`src/rtl/dm_bus_arbiter.sv`:
```
// Two-master arbiter/sequencer for the shared synchronous data RAM: one RAM access at a time.
// Define DM_ARB_CPU_PRIO_EN for fixed priority to master 0; default is round-robin.
module dm_bus_arbiter #(
    parameter int AW     = 32,
    parameter int DW     = 32,
    parameter int RD_LAT = 1
) (
    input  logic          clk,
    input  logic          rst,
    input  logic          m0_req,
    input  logic          m0_we,
    input  logic [AW-1:0] m0_addr,
    input  logic [DW-1:0] m0_wdata,
    output logic [DW-1:0] m0_rdata,
    output logic          m0_ack,
    input  logic          m1_req,
    input  logic          m1_we,
    input  logic [AW-1:0] m1_addr,
    input  logic [DW-1:0] m1_wdata,
    output logic [DW-1:0] m1_rdata,
    output logic          m1_ack,
    output logic          ram_en,
    output logic          ram_we,
    output logic [AW-1:0] ram_addr,
    output logic [DW-1:0] ram_wdata,
    input  logic [DW-1:0] ram_rdata,
    output logic          busy
);

    localparam logic [1:0] S_IDLE  = 2'd0;
    localparam logic [1:0] S_ISSUE = 2'd1;
    localparam logic [1:0] S_WAIT  = 2'd2;
    localparam logic [1:0] S_RESP  = 2'd3;

    // Reads always pass through WAIT for RD_LAT cycles so the RAM data lands in
    // rdata_q on the edge leaving cycle ISSUE+RD_LAT.
    localparam logic [1:0] CNT_INIT = 2'(RD_LAT - 1);

    logic [1:0]    state_q, state_d;
    logic          gnt_q, gnt_d;
    logic          last_grant_q, last_grant_d;
    logic          we_q, we_d;
    logic [AW-1:0] addr_q, addr_d;
    logic [DW-1:0] wdata_q, wdata_d;
    logic [DW-1:0] rdata_q, rdata_d;
    logic [1:0]    cnt_q, cnt_d;
    logic          win;

    always_comb begin
        win = 1'b0;
`ifdef DM_ARB_CPU_PRIO_EN
        win = !m0_req;
`else
        if (m0_req && m1_req) begin
            win = !last_grant_q;
        end else begin
            win = m1_req;
        end
`endif
    end

    always_comb begin
        state_d      = state_q;
        gnt_d        = gnt_q;
        last_grant_d = last_grant_q;
        we_d         = we_q;
        addr_d       = addr_q;
        wdata_d      = wdata_q;
        rdata_d      = rdata_q;
        cnt_d        = cnt_q;
        case (state_q)
            S_IDLE: begin
                if (m0_req || m1_req) begin
                    state_d      = S_ISSUE;
                    gnt_d        = win;
                    last_grant_d = win;
                    we_d         = win ? m1_we    : m0_we;
                    addr_d       = win ? m1_addr  : m0_addr;
                    wdata_d      = win ? m1_wdata : m0_wdata;
                end
            end
            S_ISSUE: begin
                if (we_q) begin
                    state_d = S_RESP;
                end else begin
                    cnt_d   = CNT_INIT;
                    state_d = S_WAIT;
                end
            end
            S_WAIT: begin
                if (cnt_q == 2'd0) begin
                    rdata_d = ram_rdata;
                    state_d = S_RESP;
                end else begin
                    cnt_d = cnt_q - 2'd1;
                end
            end
            default: begin
                state_d = S_IDLE;
            end
        endcase
    end

    always_ff @(posedge clk or negedge rst) begin
        if (!rst) begin
            state_q      <= S_IDLE;
            gnt_q        <= 1'b0;
            last_grant_q <= 1'b1;
            we_q         <= 1'b0;
            addr_q       <= '0;
            wdata_q      <= '0;
            rdata_q      <= '0;
            cnt_q        <= 2'd0;
        end else begin
            state_q      <= state_d;
            gnt_q        <= gnt_d;
            last_grant_q <= last_grant_d;
            we_q         <= we_d;
            addr_q       <= addr_d;
            wdata_q      <= wdata_d;
            rdata_q      <= rdata_d;
            cnt_q        <= cnt_d;
        end
    end

    // All outputs decode from registered state, so reset forces them low at once.
    assign ram_en    = (state_q == S_ISSUE);
    assign ram_we    = ram_en && we_q;
    assign ram_addr  = addr_q;
    assign ram_wdata = wdata_q;
    assign m0_ack    = (state_q == S_RESP) && !gnt_q;
    assign m1_ack    = (state_q == S_RESP) && gnt_q;
    assign m0_rdata  = rdata_q;
    assign m1_rdata  = rdata_q;
    assign busy      = (state_q != S_IDLE);

endmodule

```
`config.mk`:
```
export PLATFORM = sky130hd
export DESIGN_NAME = dm_bus_arbiter
export DESIGN_NICKNAME = d
export VERILOG_FILES = /design/src/rtl/dm_bus_arbiter.sv
export SDC_FILE = /design/constraint.sdc
export NUM_CORES = 1
export LEC_CHECK = 0
export CAP_MARGIN = 40
export CORE_MARGIN = 2
export CORE_UTILIZATION = 34
export DETAILED_ROUTE_END_ITERATION = 12
export GPL_TIMING_DRIVEN = 0
export PLACE_DENSITY_LB_ADDON = 0.08
export REMOVE_ABC_BUFFERS = 1
export SYNTH_ARGS = -nofsm -noshare
export SYNTH_HDL_FRONTEND = slang
export SYNTH_SLANG_ARGS = --single-unit
```
`constraint.sdc`:
```
create_clock -name clk -period 1.7 [get_ports clk]
set_clock_uncertainty 0.15 [all_clocks]
set_input_delay 0.34 -clock clk [delete_from_list [all_inputs] [get_ports clk]]
set_output_delay 0.34 -clock clk [all_outputs]
set_load 0.01 [all_outputs]
```
==> results of run 1 <==
logic make-up after synthesis:
logic type      after synthesis  synth area share, %
compound gates              142                 16.1
simple gates                141                 11.4
flops                       103                 54.0
buf+inv                      69                 9.14
mux                          34                 8.02
fa+ha+maj                     5                 1.31
flip-flops by register name, indices dropped and copies added (netlist names):
name and cells:
ram_addr 32, last_grant_q 1, ram_wdata 32, gnt_q 1
cnt_q 2, m0_rdata 32, we_q 1, state_q 2
where the power goes:
| part | switching, mW | internal (mW) |
|---|---|---|
| Sequential | 0.787 | 3.71 |
| Clock | 0.947 | 1.13 |
| Combinational | 4.61 | 5.11 |
| Total | 6.34 | 9.95 |
layout make-up:
cell class              instances  share of cell area [%]
repair buffers                345                    38.6
multi-input cells             330                    27.8
clock buffers                   9                    2.43
flip-flops and latches        103                    27.9
inverters                       5                   0.230
clock inverters                 7                   0.689
well taps                     180                    2.43
placed cells by master (no fill, tap or decap), drive strengths merged:
| cell | netlist | final |
|---|---|---|
| clkdlybuf4s50 | 0 | 162 |
| a21oi | 131 | 131 |
| dlygate4sd2 | 0 | 128 |
| dfrtp | 102 | 102 |
| nand2 | 68 | 68 |
| nor2 | 66 | 66 |
| buf | 59 | 47 |
| mux2 | 34 | 34 |
| clkbuf | 5 | 16 |
| clkinv | 0 | 6 |
| and2 | 3 | 5 |
| o21a | 1 | 5 |
| ha | 5 | 5 |
| inv | 5 | 5 |
| a21bo | 2 | 3 |
| o21ai | 3 | 3 |
| a21boi | 1 | 2 |
| nor2b | 1 | 1 |
| nand2b | 1 | 1 |
| or3 | 1 | 1 |
| nand3 | 1 | 1 |
| a211oi | 1 | 1 |
| o31a | 1 | 1 |
| a31oi | 1 | 1 |
| o31ai | 1 | 1 |
| bufinv | 0 | 1 |
| dlygate4sd3 | 0 | 1 |
| dfstp | 1 | 1 |
how the worst max path moves through the flow:
| stage | startpoint | to | slack, ns | cells after the start |
|---|---|---|---|---|
| 2_1_floorplan | m1_req | ram_wdata[14]$_DFFE_PN0P_ | -1.38 | 3 |
| 3_3_place_gp | rst | m0_rdata[28]$_DFFE_PN0P_ | -4.10 | 1 |
| 3_5_place_dp | m1_req | ram_addr[14]$_DFFE_PN0P_ | -0.89 | 6 |
| 4_1_cts | state_q[0]$_DFFE_PN0P_ | ram_we | -0.11 | 4 |
| 5_1_grt | state_q[1]$_DFFE_PN0P_ | ram_addr[30]$_DFFE_PN0P_ | -0.17 | 8 |
| 6_report | state_q[0]$_DFFE_PN0P_ | ram_we | -0.11 | 4 |
per-stage QoR:
step                      TNS (ns)  hold slack [ns]  instance area [um2]  instances  power (mW)
after global placement     -684.49            0.334                 7570        908        11.9
after floorplan            -100.81           -0.106                 4360        430        7.68
final                        -3.37            0.301                 9260        979        16.3
after global routing         -9.19            0.303                 9260        979        17.3
after detailed placement    -65.57            0.309                 7740        914        12.3
after CTS                   -0.231            0.358                 8360        960        14.5
per-layer routing:
metal / vias to the layer above / global-route usage (%) / share of wire (%)
li1: 2246 / - / -
met1: 2416 / 26.6 / 39
met2: 213 / 43.4 / 52
met3: 23 / 6.37 / 7.2
met4: 0 / 7.04 / 1.8
met5: - / 0 / 0
cell usage after synthesis (all sizes together):
| cell | instances | share of area, % |
|---|---|---|
| nand2 | 68 | 5.3 |
| a31oi | 1 | 0.13 |
| o21ai | 3 | 0.31 |
| nand3 | 1 | 0.10 |
| ha | 5 | 1.3 |
| o21a | 1 | 0.16 |
| and2 | 3 | 0.39 |
| nand2b | 1 | 0.13 |
| clkbuf | 5 | 0.39 |
| or3 | 1 | 0.13 |
| dfrtp | 102 | 53 |
| inv | 5 | 0.39 |
| a21bo | 2 | 0.42 |
| nor2 | 66 | 5.2 |
| buf | 59 | 8.4 |
| a21boi | 1 | 0.24 |
| nor2b | 1 | 0.13 |
| dfstp | 1 | 0.55 |
| o31ai | 1 | 0.16 |
| a21oi | 131 | 14 |
| mux2 | 34 | 8.0 |
| o31a | 1 | 0.18 |
| a211oi | 1 | 0.16 |
worst max-delay path, delay by kind of cell (launching register included):
family                   cells  cell delay (ns)
AND/OR/NAND/NOR              1             0.13
adder cells (fa/ha/maj)      1             0.16
flip-flops                   1             0.43
buffers and inverters        2             0.25
timing repair:
item	4_1_cts	5_1_grt
gates cloned	8	8
setup endpoints to repair	235	106
hold buffers	1	0
pin swaps	10	53
endpoints found under the hold margin	51	0
setup buffers	21	11
gates resized for setup	194	146
==> results_dict.tcl, run 1 <==
set metrics [dict create \
    final_antenna_net_count 0 \
    holdCritPathClass "input pin to flip-flop" \
    io_pins 299 \
    grtUsageTotal_pct 23.6 \
    cts-root-buf "clkbuf_16" \
    routed_via_density 5.00 \
    hpwl_um 11400 \
    postLayoutCoreUtil_pct 66.9 \
    period_share_pct 106 \
    seq_area_frac_synth_pct 54.0 \
    cp_slowest_cell "dfrtp_1" \
    slew_headroom_pct 49.4 \
    finalSetupViolations 56 \
    leakagePower_nw 3.96 \
    start_util_pct 34.5 \
    num_rows 43 \
    synthToLayoutAreaGrowth_pct 93.8 \
    arrival_ns 1.32 \
    clk_pin_slew_worst_paths_ns 0.07 \
    regArea_um2 2580 \
    pre_cts_ws_ns -0.886 \
    nNetsFinal 965 \
    post-route-min-period_ns 1.81 \
    clk_latency_ns 0.34 \
    antenna_found_initial 0 \
    gp_congestion 0.735 \
    hold_path.startpoint "m1_req" \
    syn_area_per_cell_um2 9.67 \
    start_kind "flip-flop" \
    critPathMostFrequentCell "buf_6" \
    outcome "finished, violations left" \
    cts_sinks 103 \
    reg2reg_depth 8 \
    cap_viol_max_count 0 \
    cts_tree "built" \
    routed_wl_um 19500 \
    end_kind "output pin" \
    multi_input_area_um2 2570 \
    grt_pass1_vias 4807 \
    place.port_buffers 298 \
    route.detailed.wl_per_inst_um 19.9 \
    slew_violations 0 \
    min_path_cells 3 \
    path_class "flip-flop to output pin" \
    rsz0062_at_grt "yes" \
    fill_cells 1099 \
    die_area_um2 15000 \
    rrSetupSlack_ns -0.11 \
    worst_pin_slew_ns 0.759 \
    htree_levels 3 \
    violations "setup timing" \
    grt_pass1_wl_um 26500 \
    power_density_nw_per_um2 1760 \
    drive_gt1_share_pct 26.9 \
    fp.dieW_um 123 \
    drc 0 \
    ir_worst_vdd_v 0.000812 \
    numCtsBuffers 9 \
    postSynthCellCount 494 \
    path_cells "buf_6 -> ha_4 -> and2_4 -> buf_6" \
    whs_endpoint "last_grant_q$_DFFE_PN1P_" \
    slowest_delay_ns 0.43 \
    ys_types 29 \
    ys_warn_count 0 \
    grt_start_max_net_pins 53 \
    core_area_um2 13800 \
    cp_data_required_time_ns 1.21 \
    ys_ff_latch 103 \
    fmax_mhz 554 \
    drtIter0Drc 193 \
    timing.rr.start "state_q[0]$_DFFE_PN0P_" \
    grt_overflow 0 \
    path_max_fanout 4 \
    setup_ws_ns -0.106 \
    final-hold-violation-count 0 \
    clk_path_buf_depth 2 \
    num_vias 4898 \
    reg2reg_to "ram_addr[30]$_DFFE_PN0P_" \
    dr.pass1.iters 4 \
    diodes 0 \
    die_h_um 123 \
    synth_area_um2 4780 \
]
Note: power is estimated with default switching activity, not from simulation.
==> run 2, diff against run 1 <==
--- a/config.mk
+++ b/config.mk
@@ -8,6 +8,7 @@
 export CAP_MARGIN = 40
 export CORE_MARGIN = 2
 export CORE_UTILIZATION = 34
+export CTS_BUF_LIST = sky130_fd_sc_hd__clkbuf_2
 export DETAILED_ROUTE_END_ITERATION = 12
 export GPL_TIMING_DRIVEN = 0
 export PLACE_DENSITY_LB_ADDON = 0.08
==> results_dict.tcl, run 2 (synthesis results as in run 1) <==
set metrics [dict create \
    outcome "finished, violations left" \
    violations "setup timing" \
    crit_start "state_q[1]$_DFFE_PN0P_" \
    final_antenna_net_count 0 \
    routed_via_density 4.96 \
    fill_cells 1026 \
    rsz0062_at_grt "yes" \
    drive_gt1_share_pct 46.4 \
    start_util_pct 34.5 \
    leakagePower_nw 4.21 \
    post-route-min-period_ns 2.21 \
    grt_overflow 0 \
    gp_congestion 0.735 \
    critPathMostFrequentCell "buf_6" \
    num_rows 43 \
    hpwl_um 11400 \
    fmax_mhz 452 \
    place.port_buffers 298 \
    antenna_found_initial 0 \
    path_max_fanout 3 \
    layout_commonest_cell "clkdlybuf4s50_1" \
    path_cells "buf_6 -> buf_6 -> ha_4 -> and2_4 -> buf_6" \
    start_kind "flip-flop" \
    cap_viol_max_count 0 \
    reg2reg_to "ram_wdata[20]$_DFFE_PN0P_" \
    slew_violations 0 \
    met2_usage_pct 48.0 \
    routed_wl_um 20000 \
    instances_no_fill 1031 \
    slowest_delay_ns 0.47 \
    dr.pass1.iters 4 \
    diodes 0 \
    finalSetupViolations 152 \
    die_area_um2 15000 \
    nNetsFinal 1017 \
    fp.dieW_um 123 \
    final-hold-violation-count 0 \
    worst_hold_slack_ns 0.0701 \
    grtUsageTotal_pct 25.4 \
    die_h_um 123 \
    regArea_um2 2580 \
    numCtsBuffers 9 \
    period_share_pct 130 \
    num_vias 5112 \
    route.detailed.wl_per_inst_um 19.4 \
    path_class "flip-flop to output pin" \
    cp_data_required_time_ns 1.21 \
    grt_pass1_wl_um 28600 \
    slew_headroom_pct 35.1 \
    power_density_nw_per_um2 1830 \
    total_power_mw 17.5 \
    drtIter0Drc 250 \
    busiest_layer "met2" \
    core_area_um2 13800 \
    met3_usage_pct 5.99 \
    cts-root-buf "clkbuf_2" \
    grt_pass1_vias 5258 \
    clk_latency_ns 0.60 \
    ir_worst_vdd_v 0.000855 \
    clk_path_buf_depth 2 \
    arrival_ns 1.72 \
    synthToLayoutAreaGrowth_pct 99.7 \
    pre_cts_ws_ns -0.886 \
    rrSetupSlack_ns -0.44 \
    cts_sinks 103 \
    htree_levels 3 \
    clk_pin_slew_worst_paths_ns 0.29 \
    gr-usage-met1_pct 28.2 \
    end_kind "output pin" \
    dp_cells 914 \
    cp_slowest_cell "dfrtp_1" \
    drc 0 \
    timing.rr.start "state_q[1]$_DFFE_PN0P_" \
    grt_start_max_net_pins 53 \
    cts_tree "built" \
    worst_pin_slew_ns 0.967 \
    holdCritPathClass "input pin to flip-flop" \
    multi_input_area_um2 2550 \
    io_pins 299 \
    layout_common_cells "164 x clkdlybuf4s50_1, 113 x buf_6, 102 x dfrtp_1, 68 x nand2_1, 66 x a21oi_2" \
    reg2reg_depth 12 \
    endpoint "m1_ack" \
    setup_ws_ns -0.512 \
]
[run 2: changes by cell type in the layout (fill, tap and decap cells not counted), sizes merged]
cell,delta
buf,+183
dlygate4sd2,-128
clkbuf,-6
and2,+3
clkdlybuf4s50,+2
o21a,-2
[run 2: how the worst min path moves through the flow]
| stage | from | endpoint | slack (ns) | cells past startpoint |
|---|---|---|---|---|
| final | m0_wdata[24] | ram_wdata[24]$_DFFE_PN0P_ | 0.07 | 3 |
| after global routing | m0_wdata[9] | ram_wdata[9]$_DFFE_PN0P_ | 0.05 | 3 |
| after CTS | m0_wdata[29] | ram_wdata[29]$_DFFE_PN0P_ | 0.01 | 3 |
| after detailed placement | rst | ram_addr[23]$_DFFE_PN0P_ | 0.31 | 1 |
| after global placement | gnt_q$_DFFE_PN0P_ | gnt_q$_DFFE_PN0P_ | 0.33 | 2 |
| after floorplan | rst | cnt_q[0]$_DFFE_PN0P_ | -0.11 | 0 |
[run 2: final cells by class]
class / count / share of cell area (%)
well taps: 180 / 2.36
flip-flops and latches: 103 / 27.0
inverters: 5 / 0.223
repair buffers: 396 / 42.4
clock inverters: 7 / 0.669
clock buffers: 9 / 0.472
multi-input cells: 331 / 26.8
[run 2: power by group]
part           leakage [nW]  internal (mW)  switching, mW  total (mW)
sequential             1.17           3.69          0.881        4.57
clock                0.0752          0.331          0.870        1.20
combinational          2.96           6.71           5.01        11.7
total                  4.21           10.7           6.76        17.5
[run 2: routing by layer]
layer / part of all wire (%) / wire [um]
met4: 1.7 / 345
met2: 53 / 10700
met3: 7.6 / 1530
met1: 37 / 7500
met5: 0 / 0
[run 2: worst max-delay path: cells and delay by family (launching register included)]
family                     cells  cell delay (ns)
buffers and inverters          3             0.35
adders and majority gates      1             0.16
and+or+nand+nor                1             0.13
DFF                            1             0.47
[run 2: timing repair]
item                       CTS  global route
cloned                      15             1
hold endpoints to repair    51             0
hold buffers                 1             0
setup endpoints to repair  234           236
gates resized for setup    729           113
setup buffers               80            24
pin swaps                   24            20
[run 2: metrics by stage]
stage	TNS, ns	utilization (%)	instance area (um2)
after floorplan	-100.81	-	4360
after global placement	-684.49	54.7	7570
after detailed placement	-65.57	56.0	7740
after CTS	-34.79	65.4	9040
after global routing	-45.42	69.0	9540
final	-33.36	69.0	9540
==> run 3, diff against run 2 <==
--- a/config.mk
+++ b/config.mk
@@ -7,10 +7,11 @@
 export LEC_CHECK = 0
 export CAP_MARGIN = 40
 export CORE_MARGIN = 2
-export CORE_UTILIZATION = 34
+export CORE_UTILIZATION = 28
 export CTS_BUF_LIST = sky130_fd_sc_hd__clkbuf_2
 export DETAILED_ROUTE_END_ITERATION = 12
 export GPL_TIMING_DRIVEN = 0
+export HOLD_SLACK_MARGIN = 0.08
 export PLACE_DENSITY_LB_ADDON = 0.08
 export REMOVE_ABC_BUFFERS = 1
 export SYNTH_ARGS = -nofsm -noshare
==> results_dict.tcl, run 3 (synthesis results as in run 1) <==
set metrics [dict create \
    regArea_um2 2580 \
    grt_pass1_wl_um 32200 \
    period_share_pct 126 \
    setup_ws_ns -0.440 \
    route.detailed.wl_per_inst_um 19.1 \
    drc 0 \
    synthToLayoutAreaGrowth_pct 122 \
    post-route-min-period_ns 2.14 \
    grt_overflow 0 \
    num_vias 5455 \
    slowest_delay_ns 0.50 \
    path_cells "buf_6 -> ha_4 -> and2_1 -> buf_2" \
    arrival_ns 1.65 \
    core_area_um2 16600 \
    multi_input_area_um2 2740 \
    grt_start_max_net_pins 56 \
    grtUsageTotal_pct 23.4 \
    postLayoutCoreUtil_pct 63.8 \
    hpwl_um 11800 \
    layout_common_cells "163 x clkdlybuf4s50_1, 121 x buf_6, 101 x dfrtp_1, 71 x a21oi_2, 67 x nand2_1" \
    final-hold-violation-count 0 \
    cp_slowest_cell "dfrtp_2" \
    violations "setup timing" \
    drive_gt1_share_pct 47.3 \
    path_class "flip-flop to output pin" \
    clk_pin_slew_worst_paths_ns 0.27 \
    leakagePower_nw 4.64 \
    cts-root-buf "clkbuf_2" \
    htree_levels 3 \
    num_rows 47 \
    placed_cell_area_um2 7800 \
    clk_path_buf_depth 2 \
    cts_tree "built" \
    place.port_buffers 298 \
    fmax_mhz 467 \
    dr.pass1.iters 4 \
    gp_congestion 0.739 \
    routed_via_density 4.69 \
    holdCritPathClass "input pin to asynchronous set/reset pin" \
    fp.dieW_um 135 \
    path_max_fanout 3 \
    outcome "finished, violations left" \
    routed_wl_um 22200 \
    die_area_um2 18100 \
    fin_setup_tns_ns -31.83 \
    start_util_pct 28.7 \
    worst_pin_slew_ns 0.852 \
    end_kind "output pin" \
    cts_sinks 103 \
    grt_pass1_vias 5622 \
    postLayoutCellArea_um2 10600 \
    clk_latency_ns 0.60 \
    fill_cells 1295 \
    power_density_nw_per_um2 1760 \
    drtIter0Drc 153 \
    ir_worst_vdd_v 0.000953 \
    die_h_um 135 \
    nNetsFinal 1108 \
    io_pins 299 \
    layout_commonest_cell "clkdlybuf4s50_1" \
    rsz0062_at_grt "yes" \
    start_kind "flip-flop" \
    antenna_found_initial 1 \
    cap_viol_max_count 0 \
    finalSetupViolations 151 \
    cp_data_required_time_ns 1.21 \
    slew_violations 0 \
    slew_headroom_pct 43.0 \
    numCtsBuffers 9 \
    final_antenna_net_count 0 \
]
==> run 3: power by group <==
group	switching [mW]	internal, mW
sequential	0.942	3.69
clock	0.839	0.487
combinational	5.44	7.31
==> run 3: what timing repair did <==
action                     4_1_cts  5_1_grt
gates cloned                    15        2
hold buffers                    65        0
setup endpoints to repair      235      246
hold endpoints to repair       165        0
pin swaps                       12       45
setup buffers                   80       53
resized for setup              741      161
==> run 3: worst paths after layout <==
kind / from / end / slack [ns] / cells after the start
min in group clk: m0_addr[12] / ram_addr[12]$_DFFE_PN0P_ / 0.15 / 3
worst max register to register: state_q[0]$_DFFE_PN0P_ / m0_rdata[29]$_DFFE_PN0P_ / -0.35 / 9
worst min register to register: m0_rdata[3]$_DFFE_PN0P_ / m0_rdata[3]$_DFFE_PN0P_ / 0.40 / 1
max in group asynchronous: rst / ram_wdata[18]$_DFFE_PN0P_ / 0.41 / 3
worst min-delay path: rst / m0_rdata[6]$_DFFE_PN0P_ / 0.1 / 2
worst max-delay path: state_q[0]$_DFFE_PN0P_ / m1_ack / -0.44 / 4
==> run 3: layout make-up <==
| type | instances | share of cell area (%) |
|---|---|---|
| repair buffers | 486 | 45.9 |
| multi-input cells | 332 | 25.8 |
| flip-flops and latches | 103 | 24.3 |
| well taps | 220 | 2.59 |
| clock inverters | 5 | 0.683 |
| clock buffers | 11 | 0.518 |
| inverters | 5 | 0.224 |
| diodes | 1 | 0.0236 |
==> run 3: critical path: cells and delay by family (launching register included) <==
family                   cells  cell delay (ns)
buffers and inverters        2             0.27
flip-flops                   1             0.50
adder cells (fa/ha/maj)      1             0.16
AND/OR/NAND/NOR              1             0.13
==> run 3: per-stage QoR <==
step | total power [mW] | setup WS, ns | cells | hold slack [ns]
3_3_place_gp | 12.0 | -4.11 | 948 | 0.337
3_5_place_dp | 12.4 | -0.730 | 954 | 0.271
6_report | 18.7 | -0.440 | 1163 | 0.0953
5_1_grt | 19.8 | -0.515 | 1163 | 0.0833
2_1_floorplan | 7.68 | -1.38 | 430 | -0.106
4_1_cts | 16.6 | -0.462 | 1130 | 0.0243
==> run 3: routing by layer <==
metal | up-vias | GRT usage, % | part of all wire (%)
met5 | - | 0 | 0
met4 | 0 | 8.42 | 3.1
met3 | 35 | 6.08 | 7.3
met2 | 233 | 42.4 | 51
met1 | 2658 | 26.7 | 39
li1 | 2529 | - | -
==> edit 1 (settings of run 3) <==
`rdata_q` no longer has a reset.
--- a/src/rtl/dm_bus_arbiter.sv
+++ b/src/rtl/dm_bus_arbiter.sv
@@ -109,7 +109,6 @@
             we_q         <= 1'b0;
             addr_q       <= '0;
             wdata_q      <= '0;
-            rdata_q      <= '0;
             cnt_q        <= 2'd0;
         end else begin
             state_q      <= state_d;
@@ -118,9 +117,12 @@
             we_q         <= we_d;
             addr_q       <= addr_d;
             wdata_q      <= wdata_d;
-            rdata_q      <= rdata_d;
             cnt_q        <= cnt_d;
         end
+    end
+
+    always_ff @(posedge clk) begin
+        rdata_q <= rdata_d;
     end
 
     // All outputs decode from registered state, so reset forces them low at once.
Check against the original RTL: differs if rst is asserted again (counterexample within 4 cycles, from zero or initial values and one cycle with rst low); with rst held inactive, the same outputs for 10 cycles.
==> edit 1 against run 3 <==
Core utilization shrank 2.4 points. Worst setup slack gained 0.070 ns. Critical endpoint unchanged. Final area shrank 4.8%. Largest cell class unchanged. Sequential cell count is the same. The flow still finishes with violations (negative setup slack). Synthesized area shrank 2.2%. Clock power shrank 11%. Critical path depth is the same. Combinational power shrank 24%. Total power shrank 18%. Register-to-register slack gained 0.08 ns. Routed wire length shrank 9.3%.
==> edit 1: results (changes against run 3) <==
| Metric | Value |
|---|---|
| Outcome | `finished with violations` |
| Violated checks | `negative setup slack` |
| Synth top cells by count | `101 x a21oi_1, 70 x dfrtp_1, 68 x nand2_1` |
| Clk power | `1.19 mW (-11%)` |
| Worst Slack Setup Final | `-0.369 ns (+0.0703 ns)` |
| Routed wl met3 | `1.30 mm (-19%)` |
| Setup violators final | `87 (-42%)` |
| Area contributors post-synth | `dfrtp_1 37%, edfxtp_1 21%, a21oi_1 11%` |
| Met2 Wirelength | `11.2 mm (-0.94%)` |
| Met2 GRT Util | `40.8% (-1.6 points)` |
| Nets | `1060 (-4.3%)` |
| Placed Area | `7740 um2 (-0.72%)` |
| Fillers | `1336 (+3.2%)` |
| Layout area overhead | `116%` |
| Average size of a mapped cell | `10.2 um2 (+5.5%)` |
| Switching Fraction | `39.5% (+0.89 points)` |
| Sequential cell fraction of total power | `28.9% (+4.1 points)` |
| Ys async rst share | `68.9% (-31 points)` |
| Yosys top cell area share | `37.5% (-16 points)` |
| Global-route wire length before repair | `29.1 mm (-9.6%)` |
| Routed vias | `5137 (-5.8%)` |
| Total Neg Setup Slack | `-15.20 ns (+16.64 ns)` |
| Slew @ Worst Pin | `0.649 ns (-0.203 ns)` |
| Maximum vdd ir drop | `0.000665 V (-30%)` |
| Placer Congestion | `0.753 (+1.8%)` |
| Wire per inst | `18.0 um (-5.3%)` |
| Switch Pwr | `6.08 mW (-16%)` |
| Vias in the first global route | `5300 (-5.7%)` |
| Cells after DPL | `925 (-3.0%)` |
| Synth unique cells | `30 (+3.4%)` |
| Multi-Input Combinational | `294 (-11%)` |
| Register area | `2740 um2 (+6.2%)` |
| R2R cell count | `11 (+2)` |
| EDFF count, synth | `32 (+32)` |
| Layout non-clock buf frac | `46.4% (+0.49 points)` |
| Grt met3 use | `5.14% (-0.94 points)` |
| Clk tree area frac | `1.04% (-0.16 points)` |
| Min-delay worst type | `input port to flip-flop` |
| Skew-Pair Late Insertion Delay | `0.56 ns (-0.04 ns)` |
| Share of layout cells above drive strength 1 | `43.0% (-4.4 points)` |
| Fraction of area in multi-input gates | `22.6% (-3.3 points)` |
| DP Wirelength | `11.4 mm (-3.0%)` |
| Place WS | `-0.981 ns (-0.251 ns)` |
| Sequential share of cell area | `27.1% (+2.8 points)` |
[edit 1: changes by cell type after synthesis, moves of 7 or more]
cell / before / now
a21oi_1: 123 / 101
a21oi_2: 8 / 30
dfrtp_1: 102 / 70
mux2_1: 30 / 2
buf_2: 19 / 12
edfxtp_1: 0 / 32
[edit 1: worst max-delay path, stage by stage, from the launching register on]
cell and delay (ns):
dfrtp_1 0.47, buf_6 0.14, ha_4 0.16, and2_4 0.13
buf_6 0.11
[edit 1: cells by family (layout without fill, tap and decap cells)]
| group | count (synthesis) | after routing | synth area share, % |
|---|---|---|---|
| AOI/OAI and AO/OA | 142 | 146 | 18.2 |
| and+or+nand+nor | 141 | 141 | 11.7 |
| DFF | 103 | 103 | 58.6 |
| buffers and inverters | 65 | 497 | 9.64 |
| adders and majority gates | 5 | 5 | 1.34 |
| muxes | 2 | 2 | 0.482 |
| other | 0 | 1 | 0 |
[edit 1: final timing paths]
kind,to,startpoint,slack (ns)
min in group asynchronous,ram_addr[28]$_DFFE_PN0P_,rst,0.61
hold reg to reg,ram_wdata[1]$_DFFE_PN0P_,ram_wdata[1]$_DFFE_PN0P_,0.40
setup / recovery,m1_ack,state_q[0]$_DFFE_PN0P_,-0.37
hold / removal,ram_wdata[25]$_DFFE_PN0P_,m0_wdata[25],0.16
setup reg to reg,ram_addr[31]$_DFFE_PN0P_,state_q[0]$_DFFE_PN0P_,-0.27
max in group asynchronous,ram_wdata[10]$_DFFE_PN0P_,rst,0.19
[edit 1: repair_timing]
action | 4_1_cts | 5_1_grt
endpoints found under the hold margin | 160 | 1
endpoints found under the setup margin | 234 | 202
setup buffers | 44 | 31
pin swaps | 17 | 51
gates cloned | 11 | 4
resized for setup | 649 | 151
hold buffers | 91 | 1
==> edit 2 (settings of run 3) <==
Made on the original files. Build with the macro `DM_ARB_CPU_PRIO_EN` defined.
--- a/src/rtl/dm_bus_arbiter.sv
+++ b/src/rtl/dm_bus_arbiter.sv
@@ -1,5 +1,7 @@
 // Two-master arbiter/sequencer for the shared synchronous data RAM: one RAM access at a time.
 // Define DM_ARB_CPU_PRIO_EN for fixed priority to master 0; default is round-robin.
+`define DM_ARB_CPU_PRIO_EN
+
 module dm_bus_arbiter #(
     parameter int AW     = 32,
     parameter int DW     = 32,
Function: changed (Yosys sat finds a counterexample within 10 cycles, from zero or initial values and one cycle with rst low).
==> edit 2 against run 3 <==
The run still ends with negative setup slack left. Via count decreased by 15%. Final area down 5.2%. Count of clock-buffer cells in the layout fell by 1. Synthesized cell count decreased by 16%. Synthesized area rose by 1.0%. Register-to-register slack improved by 0.06 ns. Total power shrank 2.3%. Sequential cell count shrank 1. Die area up 1.0%. Clock power is 14% lower. Routed wire length down 19%. Maximum frequency increased by 2.9%. Worst setup slack better by 0.060 ns. Largest cell class unchanged.
==> edit 2: results (changes against run 3) <==
| Metric | Value |
|---|---|
| Synth top cells by count | `102 x dfrtp_1, 68 x nand2_1, 65 x mux2i_1` |
| GRT Total Usage | `18.9% (-4.6 points)` |
| Placer Congestion | `0.731 (-1.0%)` |
| Worst Slack Setup Final | `-0.380 ns (+0.0598 ns)` |
| Share of layout cells above drive strength 1 | `53.1% (+5.8 points)` |
| Violated checks | `negative setup slack` |
| Placed Area | `7740 um2 (-0.67%)` |
| Fillers | `1396 (+7.8%)` |
| Setup violators final | `130 (-14%)` |
| CP arrival | `1.59 ns (-0.06 ns)` |
| Total Neg Setup Slack | `-18.25 ns (+13.59 ns)` |
| DP Wirelength | `10.6 mm (-10%)` |
| Vias in the first global route | `4630 (-18%)` |
| Vias/cell | `4.45 (-5.1%)` |
| Drt pass-1 iters | `4 (unchanged)` |
| Largest net degree at the start of global routing | `61 (+8.9%)` |
| Global-route wire length before repair | `26.0 mm (-19%)` |
| Outcome | `finished with violations` |
| Wire per inst | `17.3 um (-9.1%)` |
| Register area share after synthesis | `52.9% (-1.1 points)` |
| Synth unique cells | `26 (-10%)` |
| Starting DRT DRC Count | `95 (-38%)` |
| Nets | `980 (-12%)` |
| Average size of a mapped cell | `11.6 um2 (+20%)` |
| Area contributors post-synth | `dfrtp_1 53%, mux2i_1 13%, mux2_2 7.5%` |
| Maximum vdd ir drop | `0.000905 V (-5.0%)` |
| Critical Path Max Stage Delay | `between 0.4 and 0.5 ns` |
| CP max stage cell | `dfrtp_1` |
| Routed vias | `4624 (-15%)` |
| Skew-Pair Late Insertion Delay | `0.55 ns (-0.05 ns)` |
| Cells after DPL | `887 (-7.0%)` |
| Place WS | `-0.712 ns (+0.0183 ns)` |
| Largest delay share family, worst path | `flip-flops` |
| Cts bufs inserted | `9 (unchanged)` |
| Min-delay worst type | `input port to flip-flop` |
| Leakage | `4.82 nW (+4.0%)` |
| Slew headroom | `67.0% (+24 points)` |
edit 2: repair_timing:
action,in CTS,in global routing
cloned,19,3
setup endpoints to repair,214,272
gates resized for setup,804,180
hold buffers,2,0
hold endpoints to repair,102,0
pin swaps,36,61
buffers inserted,84,55
edit 2: kinds of logic after synthesis:
logic type	count (synthesis)	synth area share [%]
AOI/OAI and AO/OA	72	7.99
muxes	99	21.4
and+or+nand+nor	76	6.25
buffers and inverters	63	10.2
DFF	102	52.9
adders and majority gates	5	1.30
edit 2: report_power, final:
part | switching, mW | internal (mW) | total [mW]
clock | 0.808 | 0.327 | 1.14
sequential | 0.923 | 3.61 | 4.53
combinational | 4.94 | 7.67 | 12.6
edit 2: through the flow:
stage / utilization (%) / hold WS, ns
global placement: 44.7 / 0.311
detailed placement: 45.4 / 0.233
finish: 59.0 / 0.200
global route: 59.0 / 0.105
floorplan: - / -0.106
CTS: 54.3 / 0.0985
edit 2: final cells by class:
type                            instances  area share (%)
Clock inverter                          5           0.510
Tap cell                              225            2.80
Multi-Input combinational cell        258            25.2
Timing Repair Buffer                  433            45.4
Antenna cell                            1          0.0249
Inverter                                5           0.236
Clock buffer                           10           0.497
Sequential cell                       102            25.4
edit 2: path summary, 6_finish.rpt:
| check | from | end | slack [ns] | cells past startpoint |
|---|---|---|---|---|
| hold reg to reg | ram_addr[16]$_DFFE_PN0P_ | ram_addr[16]$_DFFE_PN0P_ | 0.37 | 2 |
| max in group asynchronous | rst | m0_rdata[26]$_DFFE_PN0P_ | 0.15 | 4 |
| setup / recovery | state_q[0]$_DFFE_PN0P_ | m0_ack | -0.38 | 4 |
| min in group asynchronous | rst | ram_addr[9]$_DFFE_PN0P_ | 0.60 | 3 |
| setup reg to reg | state_q[0]$_DFFE_PN0P_ | state_q[0]$_DFFE_PN0P_ | -0.29 | 9 |
| hold / removal | m0_req | ram_addr[5]$_DFFE_PN0P_ | 0.20 | 3 |
edit 2: worst reg2reg max path: stages (launching register included):
cell and delay (ns):
dfrtp_1 0.48, buf_6 0.13, inv_4 0.04, buf_6 0.10, buf_6 0.10, buf_6 0.11
ha_4 0.19, nand2b_4 0.09, o31a_1 0.19, mux2_2 0.35
edit 2: metal layers:
layer  vias to the layer above  part of all wire [%]  track usage (%)
met1                      2210                    39             21.9
met3                        18                   8.3             5.31
met2                       209                    51             33.3
met4                         0                   2.0             6.83
li1                       2187                     -                -
met5                         -                     0                0
